==> config.mk <==
export PLATFORM = sky130hd
export DESIGN_NAME = dpram_arbiter
export DESIGN_NICKNAME = d
export VERILOG_FILES = /design/src/rtl/dpram_arb_pkg.sv /design/src/rtl/rr_pick.sv /design/src/rtl/dpram_arbiter.sv
export SDC_FILE = /design/constraint.sdc
export NUM_CORES = 1
export LEC_CHECK = 0
export BUFFER_PORTS_ARGS = -buffer_cell sky130_fd_sc_hd__buf_2
export CAP_MARGIN = 20
export CORE_AREA = 2 2 183 185
export DETAILED_ROUTE_END_ITERATION = 6
export DIE_AREA = 0 0 185 187
export PLACE_DENSITY = 0.39
export SETUP_SLACK_MARGIN = 0.4
export SLEW_MARGIN = 20
export SYNTH_ARGS = -nofsm -noshare
export SYNTH_HDL_FRONTEND = slang
export SYNTH_SLANG_ARGS = --single-unit
==> constraint.sdc <==
create_clock -name clock -period 19.08 [get_ports clock]
set_input_delay 1.908 -clock clock [delete_from_list [all_inputs] [get_ports clock]]
set_output_delay 1.908 -clock clock [all_outputs]
set_load 0.05 [all_outputs]
==> src/rtl/dpram_arb_pkg.sv <==
// Shared types and constants for the dual-port RAM arbiter: RAM pin polarity,
// port selection and the per-port read-response tracker.
package dpram_arb_pkg;

    localparam logic RAM_RD = 1'b1;
    localparam logic RAM_WR = 1'b0;

    // Wide enough for the largest supported requester count (16).
    localparam int unsigned ID_W = 4;

    typedef enum logic {
        PORT_A = 1'b0,
        PORT_B = 1'b1
    } port_sel_e;

    typedef struct packed {
        logic            vld;
        logic [ID_W-1:0] id;
    } tracker_t;

endpackage

==> src/rtl/rr_pick.sv <==
// Round-robin search: first index at or after start (with wrap) whose valid bit is
// set and whose exclude bit is clear.
module rr_pick #(
    parameter int unsigned  N  = 4,
    localparam int unsigned PW = $clog2(N)
) (
    input  logic [N-1:0]  valid,
    input  logic [PW-1:0] start,
    input  logic [N-1:0]  exclude,
    output logic          found,
    output logic [PW-1:0] idx
);

    logic [PW-1:0] pos;

    // Walk offsets from farthest to nearest so the nearest candidate wins.
    always_comb begin
        found = 1'b0;
        idx   = '0;
        pos   = '0;
        for (int k = int'(N) - 1; k >= 0; k--) begin
            pos = PW'((int'(start) + k) % int'(N));
            if (valid[pos] && !exclude[pos]) begin
                found = 1'b1;
                idx   = pos;
            end
        end
    end

endmodule

==> src/rtl/dpram_arbiter.sv <==
// Round-robin arbiter sharing one dual-port RAM among NUM_REQ requesters, up to two
// grants per cycle. Define DPRAM_ARB_RESP_REG_EN to add a response register stage.
module dpram_arbiter
    import dpram_arb_pkg::*;
#(
    parameter int unsigned  NUM_REQ    = 4,
    parameter int unsigned  DATA_WIDTH = 32,
    parameter int unsigned  DEPTH      = 1024,
    localparam int unsigned AW         = $clog2(DEPTH),
    localparam int unsigned PW         = $clog2(NUM_REQ)
) (
    input  logic                          clock,
    input  logic                          reset,
    input  logic [NUM_REQ-1:0]            req_valid,
    input  logic [NUM_REQ-1:0]            req_write,
    input  logic [NUM_REQ*AW-1:0]         req_addr,
    input  logic [NUM_REQ*DATA_WIDTH-1:0] req_wdata,
    output logic [NUM_REQ-1:0]            req_ready,
    output logic [NUM_REQ-1:0]            resp_valid,
    output logic [NUM_REQ*DATA_WIDTH-1:0] resp_data,
    output logic                          ram_en_a,
    output logic                          ram_en_b,
    output logic                          ram_wr_a,
    output logic                          ram_wr_b,
    output logic [AW-1:0]                 ram_addr_a,
    output logic [AW-1:0]                 ram_addr_b,
    output logic [DATA_WIDTH-1:0]         ram_wdata_a,
    output logic [DATA_WIDTH-1:0]         ram_wdata_b,
    input  logic [DATA_WIDTH-1:0]         ram_rdata_a,
    input  logic [DATA_WIDTH-1:0]         ram_rdata_b
);

    function automatic logic [PW-1:0] wrap_inc(input logic [PW-1:0] i);
        return (32'(i) == NUM_REQ - 1) ? '0 : i + 1'b1;
    endfunction

    logic [PW-1:0]           ptr_q, ptr_d;
    tracker_t                trk_q [2];
    tracker_t                trk_d [2];
    logic                    found_a, found_b, grant_a, grant_b, conflict;
    logic [PW-1:0]           idx_a, idx_b, start_b;
    logic [NUM_REQ-1:0]      excl_b;
    logic [AW-1:0]           addr_a, addr_b;
    logic [DATA_WIDTH-1:0]   wdata_a, wdata_b;
    logic [NUM_REQ-1:0]      resp_valid_c;
    logic [NUM_REQ*DATA_WIDTH-1:0] resp_data_c;

    rr_pick #(.N(NUM_REQ)) u_pick_a (
        .valid   (req_valid),
        .start   (ptr_q),
        .exclude ('0),
        .found   (found_a),
        .idx     (idx_a)
    );

    assign start_b = wrap_inc(idx_a);
    assign excl_b  = NUM_REQ'(1) << idx_a;

    rr_pick #(.N(NUM_REQ)) u_pick_b (
        .valid   (req_valid),
        .start   (start_b),
        .exclude (excl_b),
        .found   (found_b),
        .idx     (idx_b)
    );

    always_comb begin
        addr_a   = req_addr[idx_a*AW +: AW];
        addr_b   = req_addr[idx_b*AW +: AW];
        wdata_a  = req_wdata[idx_a*DATA_WIDTH +: DATA_WIDTH];
        wdata_b  = req_wdata[idx_b*DATA_WIDTH +: DATA_WIDTH];
        // Two writes to one word cannot both land; the second pick retries.
        conflict = found_b && req_write[idx_a] && req_write[idx_b] && (addr_a == addr_b);
        grant_a  = found_a && !reset;
        grant_b  = found_b && !conflict && !reset;
    end

    always_comb begin
        req_ready = '0;
        if (grant_a) req_ready[idx_a] = 1'b1;
        if (grant_b) req_ready[idx_b] = 1'b1;
        ram_en_a    = grant_a;
        ram_en_b    = grant_b;
        ram_wr_a    = (grant_a && req_write[idx_a]) ? RAM_WR : RAM_RD;
        ram_wr_b    = (grant_b && req_write[idx_b]) ? RAM_WR : RAM_RD;
        ram_addr_a  = grant_a ? addr_a : '0;
        ram_addr_b  = grant_b ? addr_b : '0;
        ram_wdata_a = grant_a ? wdata_a : '0;
        ram_wdata_b = grant_b ? wdata_b : '0;
    end

    always_comb begin
        trk_d[PORT_A] = '{vld: grant_a && !req_write[idx_a], id: ID_W'(idx_a)};
        trk_d[PORT_B] = '{vld: grant_b && !req_write[idx_b], id: ID_W'(idx_b)};
        if (grant_b)      ptr_d = wrap_inc(idx_b);
        else if (grant_a) ptr_d = wrap_inc(idx_a);
        else              ptr_d = ptr_q;
    end

    always_ff @(posedge clock) begin
        if (reset) begin
            ptr_q         <= '0;
            trk_q[PORT_A] <= '0;
            trk_q[PORT_B] <= '0;
        end else begin
            ptr_q         <= ptr_d;
            trk_q[PORT_A] <= trk_d[PORT_A];
            trk_q[PORT_B] <= trk_d[PORT_B];
        end
    end

    // Reset discards any response still in flight from the previous cycle's read.
    always_comb begin
        resp_valid_c = '0;
        resp_data_c  = '0;
        for (int i = 0; i < int'(NUM_REQ); i++) begin
            if (!reset && trk_q[PORT_A].vld && (32'(trk_q[PORT_A].id) == i)) begin
                resp_valid_c[i]                         = 1'b1;
                resp_data_c[i*DATA_WIDTH +: DATA_WIDTH] = ram_rdata_a;
            end
            if (!reset && trk_q[PORT_B].vld && (32'(trk_q[PORT_B].id) == i)) begin
                resp_valid_c[i]                         = 1'b1;
                resp_data_c[i*DATA_WIDTH +: DATA_WIDTH] = ram_rdata_b;
            end
        end
    end

`ifdef DPRAM_ARB_RESP_REG_EN
    always_ff @(posedge clock) begin
        if (reset) begin
            resp_valid <= '0;
            resp_data  <= '0;
        end else begin
            resp_valid <= resp_valid_c;
            resp_data  <= resp_data_c;
        end
    end
`else
    assign resp_valid = resp_valid_c;
    assign resp_data  = resp_data_c;
`endif

endmodule

==> qor.txt, run 1 <==
CTS root buf = clkbuf_16
Hold Buf Count CTS = 0
# IOs = 466
Crit. End Element = output port
Post-synthesis mux area share = 0.160
F_max = 0.0924 GHz
Core Area = 32900 um2
Multi-input logic area = 5010 um2
FF-to-FF setup slack = 11.84 ns
ANT nets after route = 0
Crit path time final = 10.82 ns
GRT Total Usage = 0.194
Hold Vio Cnt, Final = 0
Clock-pin slew on the worst setup and hold paths = 0.04 ns
Clock sink count = 8
EDFF count, synth = 0
Sequential-to-total area share from yosys stat = 0.0290
Slew Limit Fails = 0
First-pass GRT wire length = 51300 um
Mapped Cells = 811
Overall Power = 0.00133 W
DRT iter0 DRCs = 418
Synth Net Count = 1061
Post-synth top flop = dfxtp_1
Hold crit path type = flop to flop
Dominant combinational cell family by area after synthesis = compound AO/OA/AOI/OAI gates
FILL cells = 3834
GPL Wtd Cong = 0.879
Cell variety after synth = 55
Mapped Avg Cell Area = 6.82 um2
CP Launch Type = input pin
Vias = 8394
Finished Cell Area = 8340 um2
Wirelength per Cell = 21.6 um
Placed Instance Area = 8250 um2
Final TNS setup = 0 ns
Synth Area in Compound Gates = 0.370
Drc violations = 0
Power Dens Cells = 160 nW/um2
Clk buf depth = 2
FP Rows = 67
Ys Warns = 0
Sequential cell area = 160 um2
Via/cell ratio = 5.06
Share of layout cells above drive strength 1 = 0.456
P_leak = 4.32 nW
Critical-path maximum fanout = 46
Total grt overflow = 0
Chip width = 185 um
Post-synthesis simple-gate area fraction = 0.329
First-pass iteration count of the detailed router = 5
H-tree depth = 1
Pin count of the biggest net entering global routing = 52
Worst EP required = 17.17 ns
Die area = 34600 um2
Post_cts resized = 0
CP Data Arrival Time = 8.91 ns
Critical path class = input pin to output port
Unrepaired setup endpoints after global routing = false
Buffers on Ports = 465
Growth of design area from synthesis to finish = 50.8%
Netlist Area Pre-Place = 5530 um2
Worst rel slew slack = 0.305
# setup viols final = 0
WL final = 35900 um
Starting Density = 0.168
Adder-cell share of the synthesized area = 0.0181
Dpl hpwl = 28100 um
Skew-Pair Late Insertion Delay = 0.23 ns
Status = finished, final reports clean
Initial antenna violation count = 14
Nets = 1460
Post-CTS Setup Repair Bufs = 0
Tcrit/Tclk final = 0.567
FFs w/ async S/R, synth = 0
Yosys reg bits = 8
Worst VDD drop = 113 uV
CTS Buf Count = 3
Xor and xnor fraction of the mapped netlist area = 0.0158
Clock Skew = 0.000278 ns
Max cap viols = 0
Die height = 187 um
Vias in the first global route = 8181
CTS tree = built
Least-Margin Pin Slew = 1.04 ns
cells by family after synthesis:
logic type / after synthesis
AO/OA/AOI/OAI: 244
AND/OR/NAND/NOR: 393
buffers and inverters: 102
adder cells (fa/ha/maj): 8
multiplexers: 46
flip-flops: 8
XOR/XNOR: 10
final timing paths:
| path | depth (start not counted) | to | startpoint |
|---|---|---|---|
| worst max-delay path | 23 | req_ready[1] | req_valid[0] |
| worst max register to register | 20 | ptr_q[0] | ptr_q[1] |
| worst min register to register | 3 | ptr_q[0] | ptr_q[0] |
| worst min-delay path | 3 | ptr_q[0] | ptr_q[0] |
synthesized netlist by cell type (9+ instances only):
library cell / count / area [um2]
o211ai_1: 39 / 293
and3_1: 33 / 206
and2_1: 34 / 213
nor2b_1: 9 / 56.3
nand2_1: 229 / 860
nor2_1: 22 / 82.6
a311oi_1: 33 / 289
nor4_1: 11 / 68.8
a22o_1: 132 / 1160
nand3_1: 23 / 115
clkbuf_1: 66 / 248
mux2i_1: 11 / 110
inv_1: 9 / 33.8
mux4_2: 34 / 766
xnor2_1: 9 / 78.8
buf_2: 10 / 50.1
layout by cell type (no fill, tap or decap), types with 2 or more instances in the layout:
cell,instances
nor2b_1,8
nor2_1,19
and2_1,34
or2_2,5
nand3_1,23
nor3_1,3
dfxtp_1,8
xnor2_1,9
nand2_1,229
buf_2,465
ha_1,8
or3_1,2
nor4_1,11
mux2i_1,10
and3_1,33
o21ai_0,6
a311oi_1,33
o32ai_1,2
o21bai_1,2
clkbuf_16,3
o211ai_1,39
buf_4,20
nor3_4,3
nor3_2,4
diode_2,3
a21oi_1,5
o21ba_2,2
a2111oi_0,2
nand2b_1,6
nand4_1,3
nor2_2,2
a211oi_1,3
o21a_1,3
inv_1,9
mux4_2,34
inv_2,2
nor2_4,2
o31a_1,3
a22o_1,132
where the power goes:
group          switching, W  total [W]  internal [W]
clock            0.00000786  0.0000348     0.0000270
sequential        0.0000120  0.0000354     0.0000234
combinational      0.000864    0.00126      0.000398
metrics by stage:
stage          cells  utilization  hold WS [ns]  worst slack, ns
2_1_floorplan    811            -         0.768             9.07
5_1_grt         1659        0.254         0.876             7.82
4_1_cts         1656        0.253         0.829             8.33
6_report        1659        0.254         0.835             8.26
3_3_place_gp    1653        0.251         0.837             8.46
3_5_place_dp    1653        0.251         0.824             8.34
registers in the layout, indices dropped and copies added, names as in the netlist:
signal,count
trk_q,6
ptr_q,2
per-layer routing:
layer / part of all wire / track usage
met3: 0.078 / 0.0407
met2: 0.50 / 0.357
met5: 0.0033 / 0
met1: 0.39 / 0.225
met4: 0.027 / 0.0488
layout make-up:
type | instances | share of cell area
clock buffers | 3 | 0.00901
repair buffers | 485 | 0.297
flip-flops and latches | 8 | 0.0192
diodes | 3 | 0.000901
well taps | 448 | 0.0672
inverters | 11 | 0.00495
multi-input cells | 701 | 0.601
worst max-delay path, stage by stage:
cell and delay, ns:
buf_2 0.17, mux2i_1 0.29, nor2_1 0.12, or2_2 0.36
nor2_4 0.10, buf_4 0.43, buf_4 0.51, ha_1 0.31
o211ai_1 0.11, a2111oi_0 0.71, a221oi_2 0.15, buf_4 0.24
o21a_1 0.45, nor2_4 0.16, buf_4 0.49, mux4_2 0.43
xor2_1 0.20, nand3_1 0.14, nor3_4 0.57, nor3_4 0.07
buf_4 0.31, a22o_1 0.27, buf_2 0.22
Power figures use the tool's default switching activity.
==> run 2, diff against run 1 <==
--- a/config.mk
+++ b/config.mk
@@ -5,12 +5,13 @@
 export SDC_FILE = /design/constraint.sdc
 export NUM_CORES = 1
 export LEC_CHECK = 0
+export ABC_AREA = 1
 export BUFFER_PORTS_ARGS = -buffer_cell sky130_fd_sc_hd__buf_2
 export CAP_MARGIN = 20
-export CORE_AREA = 2 2 183 185
+export CORE_AREA = 2 2 180 182
 export DETAILED_ROUTE_END_ITERATION = 6
-export DIE_AREA = 0 0 185 187
-export PLACE_DENSITY = 0.39
+export DIE_AREA = 0 0 182 184
+export PLACE_DENSITY = 0.41
 export SETUP_SLACK_MARGIN = 0.4
 export SLEW_MARGIN = 20
 export SYNTH_ARGS = -nofsm -noshare
==> constraint.sdc (replaced) <==
create_clock -name clock -period 9.2 [get_ports clock]
set_input_delay 0.92 -clock clock [delete_from_list [all_inputs] [get_ports clock]]
set_output_delay 0.92 -clock clock [all_outputs]
set_load 0.05 [all_outputs]
==> qor.txt, run 2 <==
Status = finished, final reports clean
F_max = 0.129 GHz
Yosys reg bits = 8
Post-synthesis simple-gate area fraction = 0.334
ANT nets after route = 0
M1 wire length = 13100 um
Share of layout cells above drive strength 1 = 0.339
Yosys top cell by area = nand2_1
Hold Buf Count CTS = 0
Critical path class = input pin to output port
# IOs = 466
Top-count cell post-synth = nand2_1
Clock Skew = 0.00203 ns
Post_cts resized = 0
Post-synth top area share = 0.162
List of most frequent post-synthesis cells = 238 x nand2_1, 193 x inv_1, 129 x o22ai_1
FP Rows = 65
Fin util = 0.259
Placed Instance Area = 8070 um2
Post-synthesis mux area share = 0
WL final = 34900 um
Final TNS setup = 0 ns
Regs by FF count = trk_q (6), ptr_q (2)
Die area = 33500 um2
Slew Limit Fails = 0
Initial antenna violation count = 1
Vias in the first global route = 8872
Xor and xnor fraction of the mapped netlist area = 0
FILL cells = 3782
Clock sink count = 8
Vias = 9259
Crit-path most repeated cell = nand2_1
EDFF count, synth = 0
Crit path largest cell delay = 0.71 ns
Clock-pin slew on the worst setup and hold paths = 0.04 ns
CTS Buf Count = 3
Finished Cell Area = 8150 um2
Max Used Layer = met5
Dpl hpwl = 27200 um
Worst EP required = 8.28 ns
Worst rel slew slack = 0.396
Reg-to-Reg Start = ptr_q[0]
Buf/Inv on CP = 6
Growth of design area from synthesis to finish = 48.1%
DRT iter0 DRCs = 372
Buffers on Ports = 465
# setup viols final = 0
Max cap viols = 0
Netlist Area Pre-Place = 5500 um2
Number of diodes = 0
CP Launch Type = input pin
Top reg by flops = trk_q
Most frequent cells in the layout = 464 x buf_2, 237 x nand2_1, 191 x inv_1
Core Area = 31400 um2
Crit. End Element = output port
Sequential-to-total area share from yosys stat = 0.0291
GPL Wtd Cong = 0.856
H-tree depth = 1
First-pass iteration count of the detailed router = 5
Die height = 184 um
Pin count of the biggest net entering global routing = 95
Synth Area in Compound Gates = 0.408
Least-Margin Pin Slew = 0.906 ns
Drc violations = 0
Adder-cell share of the synthesized area = 0.0182
Critical-path maximum fanout = 67
Most common cell after layout, fill and taps aside = buf_2
Dominant combinational cell family by area after synthesis = compound AO/OA/AOI/OAI gates
Ys Warns = 0
Post-synth top flop = dfxtp_1
Nets = 1770
Number of flip-flops in the largest register = 6
CP max-delay cell = inv_2
Top cells by area, synth = nand2_1 16%, o22ai_1 15%, inv_1 13%
Crit path from = req_valid[1]
Wirelength per Cell = 18.2 um
Skew-Pair Late Insertion Delay = 0.24 ns
Unrepaired setup endpoints after global routing = false
Via/cell ratio = 4.82
Hold crit path type = flop to flop
FFs w/ async S/R, synth = 0
Post-CTS Setup Repair Bufs = 0
Clk buf depth = 2
CTS tree = built
Hold Path Origin = ptr_q[1]
Met3 wire len = 2430 um
Mapped Avg Cell Area = 4.88 um2
Crit-path leading delay family = simple AND/OR/NAND/NOR gates
CTS root buf = clkbuf_16
GRT Total Usage = 0.195
Synth Net Count = 1377
CP Data Arrival Time = 6.85 ns
Crit path time final = 7.77 ns
Total grt overflow = 0
Starting Density = 0.175
Hold Vio Cnt, Final = 0
Tcrit/Tclk final = 0.845
Cell variety after synth = 35
Chip width = 182 um
First-pass GRT wire length = 51100 um
Met2 routed WL = 18300 um
Mapped Cells = 1127
-- run 2: changes by cell type after synthesis, moves of 28 or more --
cell      change
nand3_1      +44
o22ai_1     +128
a311oi_1     -33
a21oi_1     +102
and3_1       -33
o21ai_0     +102
inv_1       +184
a22o_1      -132
nor2_1       +35
and2_1       -33
nor3_1       +28
mux4_2       -34
-- run 2: final timing paths --
path	end	slack [ns]	cells after the start
worst max-delay path	ram_wdata_b[6]	1.43	33
worst min-delay path	ptr_q[1]	0.68	4
worst max register to register	trk_q[0][5]	3.06	31
worst min register to register	ptr_q[1]	0.68	4
-- run 2: metal layers --
metal | global-route usage | up-vias
li1 | - | 4586
met1 | 0.208 | 4180
met2 | 0.384 | 448
met3 | 0.0365 | 43
met4 | 0.0629 | 2
met5 | 0 | -
-- run 2: final cells by class --
| cell class | instances | area (um2) | share of cell area |
|---|---|---|---|
| Multi-Input combinational cell | 825 | 4190 | 0.514 |
| Sequential cell | 8 | 160 | 0.0197 |
| Clock buffer | 3 | 75.1 | 0.00922 |
| Tap cell | 402 | 503 | 0.0618 |
| Inverter | 201 | 757 | 0.0929 |
| Timing Repair Buffer | 481 | 2460 | 0.302 |
-- run 2: cells by family after synthesis --
group / Yosys count
buffers and inverters: 294
AND/OR/NAND/NOR: 426
adder cells (fa/ha/maj): 8
flip-flops: 8
AO/OA/AOI/OAI: 391
-- run 2: per-stage QoR --
stage	setup WS, ns	hold slack, ns	std cells
after CTS	1.38	0.671	1920
final	1.43	0.678	1920
after global placement	1.51	0.667	1917
after global routing	0.802	0.745	1920
after detailed placement	1.41	0.663	1917
after floorplan	2.93	0.591	1127
-- run 2: worst min-delay path, stage by stage (launching register included) --
cell and delay [ns]:
dfxtp_1 0.38, nand2_1 0.10, nand3_1 0.07, nand2_1 0.06, inv_1 0.03
Power of run 2 is left out: the tool's default activity adds up to more than one toggle a clock period on the data nets, which glitch-free logic cannot reach.
